--- src/rtl/mem_pkg.sv ---
// Shared definitions for the cpu memory/IO controller: command encodings,
// controller FSM states and the address decode helper.
package mem_pkg;

    // The cpu drives these encodings on mem_cmd.
    typedef enum logic [1:0] {
        MNONE    = 2'b00,
        MREAD    = 2'b01,
        MWRITE   = 2'b10,
        MILLEGAL = 2'b11
    } mem_cmd_e;

    typedef enum logic [1:0] {
        ST_IDLE,
        ST_ACCESS,
        ST_RESP
    } mem_state_e;

    typedef enum logic [1:0] {
        DEC_RAM,
        DEC_LED,
        DEC_SW,
        DEC_NONE
    } mem_dec_e;

    localparam logic [8:0] LED_ADDR_DEF = 9'h100;
    localparam logic [8:0] SW_ADDR_DEF  = 9'h140;

    // RAM wins over the IO registers should a parameter set ever overlap them.
    function automatic mem_dec_e decode_addr(input logic [8:0] addr,
                                             input int         ram_words,
                                             input logic [8:0] led_addr,
                                             input logic [8:0] sw_addr);
        if (int'(addr) < ram_words) return DEC_RAM;
        if (addr == led_addr)       return DEC_LED;
        if (addr == sw_addr)        return DEC_SW;
        return DEC_NONE;
    endfunction

endpackage

--- src/rtl/ram_sp.sv ---
// Single-port synchronous RAM, 16-bit words. The read port register only
// updates on read accesses so it holds the last loaded word.
module ram_sp #(
    parameter int DEPTH = 256,
    parameter int AW    = 8
) (
    input  logic          clk,
    input  logic          en,
    input  logic          we,
    input  logic [AW-1:0] addr,
    input  logic [15:0]   wdata,
    output logic [15:0]   rdata
);

    logic [15:0] mem [DEPTH];

    always_ff @(posedge clk) begin
        if (en) begin
            if (we) begin
                mem[addr] <= wdata;
            end else begin
                rdata <= mem[addr];
            end
        end
    end

endmodule

--- src/rtl/mem_ctrl.sv ---
// Memory/IO controller behind the cpu: on-chip RAM, LED register, switch
// register, programmable wait states and a sticky bus error flag.
module mem_ctrl
    import mem_pkg::*;
#(
    parameter int         RAM_WORDS   = 256,
    parameter int         WAIT_STATES = 0,
    parameter logic [8:0] LED_ADDR    = LED_ADDR_DEF,
    parameter logic [8:0] SW_ADDR     = SW_ADDR_DEF
) (
    input  logic        clk,
    input  logic        reset,
    input  logic [1:0]  mem_cmd,
    input  logic [8:0]  mem_addr,
    input  logic [15:0] write_data,
    output logic [15:0] read_data,
    output logic        mem_ready,
    input  logic [7:0]  sw,
    output logic [7:0]  led,
    output logic        bus_err
);

    mem_state_e  state_reg, state_next;
    logic        accept, commit, illegal_cmd;
    logic        wr_reg;
    logic [8:0]  addr_reg;
    logic [15:0] data_reg;
    logic [3:0]  cnt_reg;
    logic [7:0]  sw_meta_reg, sw_sync_reg;
    logic [7:0]  led_reg;
    logic        err_reg;
    logic [15:0] io_rdata_reg;
    logic        rsel_ram_reg;
    logic [15:0] ram_rdata;
    mem_dec_e    dec;
    logic        access_err;

    assign dec        = decode_addr(addr_reg, RAM_WORDS, LED_ADDR, SW_ADDR);
    assign access_err = (dec == DEC_NONE) || (dec == DEC_SW && wr_reg);

    always_comb begin
        state_next  = state_reg;
        accept      = 1'b0;
        commit      = 1'b0;
        illegal_cmd = 1'b0;
        case (state_reg)
            ST_IDLE: begin
                if (mem_cmd == MREAD || mem_cmd == MWRITE) begin
                    accept     = 1'b1;
                    state_next = ST_ACCESS;
                end else if (mem_cmd == MILLEGAL) begin
                    illegal_cmd = 1'b1;
                end
            end
            ST_ACCESS: begin
                if (cnt_reg == 4'd0) begin
                    commit     = 1'b1;
                    state_next = ST_RESP;
                end
            end
            ST_RESP: begin
                state_next = ST_IDLE;
            end
            default: begin
                state_next = ST_IDLE;
            end
        endcase
    end

    always_ff @(posedge clk or negedge reset) begin
        if (!reset) begin
            state_reg <= ST_IDLE;
            cnt_reg   <= 4'd0;
            wr_reg    <= 1'b0;
            addr_reg  <= 9'd0;
            data_reg  <= 16'd0;
        end else begin
            state_reg <= state_next;
            if (accept) begin
                cnt_reg  <= 4'(WAIT_STATES);
                wr_reg   <= (mem_cmd == MWRITE);
                addr_reg <= mem_addr;
                data_reg <= write_data;
            end else if (state_reg == ST_ACCESS && cnt_reg != 4'd0) begin
                cnt_reg <= cnt_reg - 4'd1;
            end
        end
    end

    always_ff @(posedge clk or negedge reset) begin
        if (!reset) begin
            sw_meta_reg <= 8'd0;
            sw_sync_reg <= 8'd0;
        end else begin
            sw_meta_reg <= sw;
            sw_sync_reg <= sw_meta_reg;
        end
    end

    // RAM reads land in the RAM's own output register; IO reads land in
    // io_rdata_reg. rsel_ram_reg records which of the two holds the last read.
    always_ff @(posedge clk or negedge reset) begin
        if (!reset) begin
            led_reg      <= 8'd0;
            err_reg      <= 1'b0;
            io_rdata_reg <= 16'd0;
            rsel_ram_reg <= 1'b0;
        end else begin
            if (illegal_cmd || (commit && access_err)) begin
                err_reg <= 1'b1;
            end
            if (commit && wr_reg && dec == DEC_LED) begin
                led_reg <= data_reg[7:0];
            end
            if (commit && !wr_reg) begin
                rsel_ram_reg <= (dec == DEC_RAM);
                case (dec)
                    DEC_LED: io_rdata_reg <= {8'd0, led_reg};
                    DEC_SW:  io_rdata_reg <= {8'd0, sw_sync_reg};
                    default: io_rdata_reg <= 16'd0;
                endcase
            end
        end
    end

    ram_sp #(
        .DEPTH (RAM_WORDS),
        .AW    (8)
    ) u_ram (
        .clk   (clk),
        .en    (commit && dec == DEC_RAM),
        .we    (wr_reg),
        .addr  (addr_reg[7:0]),
        .wdata (data_reg),
        .rdata (ram_rdata)
    );

    assign read_data = rsel_ram_reg ? ram_rdata : io_rdata_reg;
    assign mem_ready = (state_reg == ST_RESP);
    assign led       = led_reg;
    assign bus_err   = err_reg;

endmodule

--- config.mk ---
export PLATFORM = sky130hd
export DESIGN_NAME = mem_ctrl
export DESIGN_NICKNAME = d
export VERILOG_FILES = /design/src/rtl/mem_pkg.sv /design/src/rtl/ram_sp.sv /design/src/rtl/mem_ctrl.sv
export SDC_FILE = /design/constraint.sdc
export NUM_CORES = 2
export LEC_CHECK = 0
export CAP_MARGIN = 20
export CORE_MARGIN = 2
export CORE_UTILIZATION = 50
export CTS_CLUSTER_DIAMETER = 30
export DETAILED_ROUTE_END_ITERATION = 8
export GPL_TIMING_DRIVEN = 1
export PLACE_DENSITY = 0.65
export SETUP_SLACK_MARGIN = 0.05
export SYNTH_ARGS = -nofsm -noshare
export SYNTH_HDL_FRONTEND = slang
export SYNTH_SLANG_ARGS = --single-unit
--- constraint.sdc ---
create_clock -name clk -period 4.3 [get_ports clk]
set_input_delay 0.86 -clock clk [delete_from_list [all_inputs] [get_ports clk]]
set_output_delay 0.86 -clock clk [all_outputs]
set_load 0.03 [all_outputs]
==> metrics.yaml <==
worst_setup_path:
  crit_arrival_ns: 4.92
  crit_path_start_kind: "flop"
  crit_required_ns: 5.04
  end_kind: "flop"
  cp_common_cell: "buf_12"
  r2r_cells: 9
  critical_path_buf_inv_count: 4
  cpMaxStageDelayCell: "dfrtp_4"
  cpPeakStageDelay_ns: 0.88
  path_depth: 9
  crit_chain: "buf_12 > buf_12 > mux4_2 > a22oi_1 > a21oi_1 > o41ai_1 > buf_2 > buf_4 > nand4_1"
  criticalPathCategory: "flop to flop"
  path_delay_family: "compound AO/OA/AOI/OAI gates"
  crit_fanout: 69
floorplanning:
  die_h_um: 566
  num_rows: 206
  die_width_um: 566
  start_util_pct: 50.2
  core-area_um2: 315000
  die-area_um2: 320000
  ios: 63
logic_synthesis:
  netlist_area_um2: 158000
  ys_seq_area_share_pct: 79.2
  synth_top_family_by_area: "multiplexers"
  yosys.area_share.adder_pct: 0.0238
  syn_inst: 6951
  synth_top_flop_cell: "edfxtp_1"
  synth_compound_area_share_pct: 3.69
  synthXorXnorAreaFrac_pct: 0.0111
  synth_nets: 6991
  synthSimpleGateAreaFrac_pct: 1.14
  synth_cell_type_count: 36
  yosysWarnings: 0
  synth_edf_count: 4112
  ys_async_sr_fraction_pct: 1.58
  synth_mux_area_share_pct: 14.7
  avgSynthCellArea_um2: 22.7
  synth_seq_cells: 4178
clocking:
  cts_buffers: 696
  cts_root_buf: "clkbuf_16"
  clk_latency_ns: 1.06
  cts.reportedPaths.clkPinSlew_ns: 0.05
  cts.sinks: 4178
  cts_tree: "yes"
  clockBufferDepth: 4
  h-tree-depth: 6
  cts_setup_buffers: 0
global_routing:
  grt_pass1_vias: 80800
  grt_max_degree: 153
  grt_pass1_wl_um: 601000
  grt_usage_pct: 26.2
  grt_antenna_before_repair: 15
  grt-ovfl-total: 0
place:
  place_inst: 11400
  port_buffers: 62
  routabilityCongestion: 0.849
  hpwl_um: 245000
pwr:
  p_per_area_nw_per_um2: 739
  ir_drop_v: 0.000518
  leakagePower_nw: 61.9
  power_mw: 142
layout:
  syn_to_final_growth_pct: 21.9
  largest_reg_flops: 4096
  finalNetCount: 7972
  final_layout_size_suffix_gt1_share_pct: 33.9
  layout_commonest_cell: "edfxtp_1"
  layout_common_cells: "edfxtp_1 (4112), mux4_2 (1024), clkbuf_16 (701)"
  fin_util_pct: 61.2
  fillers: 21000
  fin_cells: 12700
worst_hold_path:
  whs_path_depth: 1
  hp-class: "primary input to flop"
timing:
  skew_ns: 0.0704
  finalSetupViolCount: 0
  finalCritPeriodShare_pct: 97.3
  tightest_slew_ns: 1.24
  min_period_ns: 4.18
  maxSlewViolCount: 0
  clock.fmax_mhz: 239
  rsz0062_at_grt: "false"
  slew_headroom_pct: 17.0
  hold_viol: 0
routing:
  drc: 0
  wl_um: 423000
  ant_nets: 0
  vias_per_cell: 6.36
  first_pass_iters: 6
  routed-via-count: 80800
  drt_iter0_markers: 11700
  wire_per_inst_um: 33.3
status:
  status: "complete, no violations"
run:
  drv_cap: 0
synthesized netlist by cell type, drive strengths merged, types with 3 or more instances:
cell type	instances	share of area, %
a21oi	257	0.81
a22oi	520	2.5
and2	11	0.044
and3	3	0.012
buf	156	0.56
clkbuf	271	0.64
dfrtp	66	1.0
edfxtp	4112	78
ha	3	0.024
inv	5	0.012
mux2	16	0.11
mux4	1024	15
nand2	112	0.27
nand3	9	0.029
nand4	17	0.067
nor2	267	0.63
nor2b	10	0.040
nor3	3	0.0095
o21ai	13	0.041
o41ai	64	0.35
power by group:
part | internal [mW] | total (mW) | switching (mW)
clock | 36.2 | 56.4 | 20.2
combinational | 12.1 | 33.5 | 21.4
sequential | 50.6 | 52.5 | 1.91
cell families after synthesis:
family | count (synthesis)
flops | 4178
xor+xnor | 2
simple gates | 440
fa+ha+maj | 3
compound gates | 856
mux | 1040
buf+inv | 432
stage by stage:
step           TNS, ns  cell area, um^2  setup WS [ns]  hold slack, ns
3_5_place_dp    -0.364           168000         -0.247           0.339
6_report             0           193000          0.115           0.242
2_1_floorplan        0           158000          0.299           0.331
3_3_place_gp     -1.14           168000         -0.345           0.337
4_1_cts              0           193000         0.0770           0.190
5_1_grt              0           193000         0.0487           0.213
repair_timing:
item                                    CTS  global route
resized for setup                         7             3
hold buffers                              1             0
endpoints found under the setup margin    7             2
hold endpoints to repair                 48             0
layer usage:
metal / GRT usage, % / wire (um) / vias to the layer above
li1: - / - / 32100
met1: 37.3 / 165000 / 43300
met2: 40.2 / 200000 / 4738
met3: 5.85 / 43100 / 704
met4: 9.30 / 14800 / 6
met5: 0 / 59 / -
worst paths after layout:
| check | from | end | slack (ns) |
|---|---|---|---|
| worst max-delay path | addr_reg[1] | u_ram.rdata[1] | 0.12 |
| worst min-delay path | sw[4] | sw_meta_reg[4] | 0.24 |
| worst max register to register | addr_reg[1] | u_ram.rdata[1] | 0.12 |
| worst min register to register | sw_meta_reg[7] | sw_sync_reg[7] | 0.35 |
| max in group asynchronous | reset | data_reg[2] | 3.05 |
| min in group asynchronous | reset | sw_sync_reg[0] | 0.44 |
final cells by class:
type                       instances  area, um^2  area share [%]
inverter                           5        18.8         0.00974
clock inverter                   509        6320            3.28
antenna                           17        42.5          0.0221
timing repair buffer             710        6590            3.42
sequential                      4178      125000            65.0
tap                             4160        5200            2.70
clock buffer                     783       17900            9.28
multi-input combinational       2341       31400            16.3
worst register-to-register path: stages, from the launching register on:
cell     delay (ns)
dfrtp_4        0.88
buf_12         0.32
buf_12         0.38
mux4_2         0.51
a22oi_1        0.36
a21oi_1        0.35
o41ai_1        0.57
buf_2          0.29
buf_4          0.13
nand4_1        0.08
No activity file was read; power rests on OpenSTA's default activity.
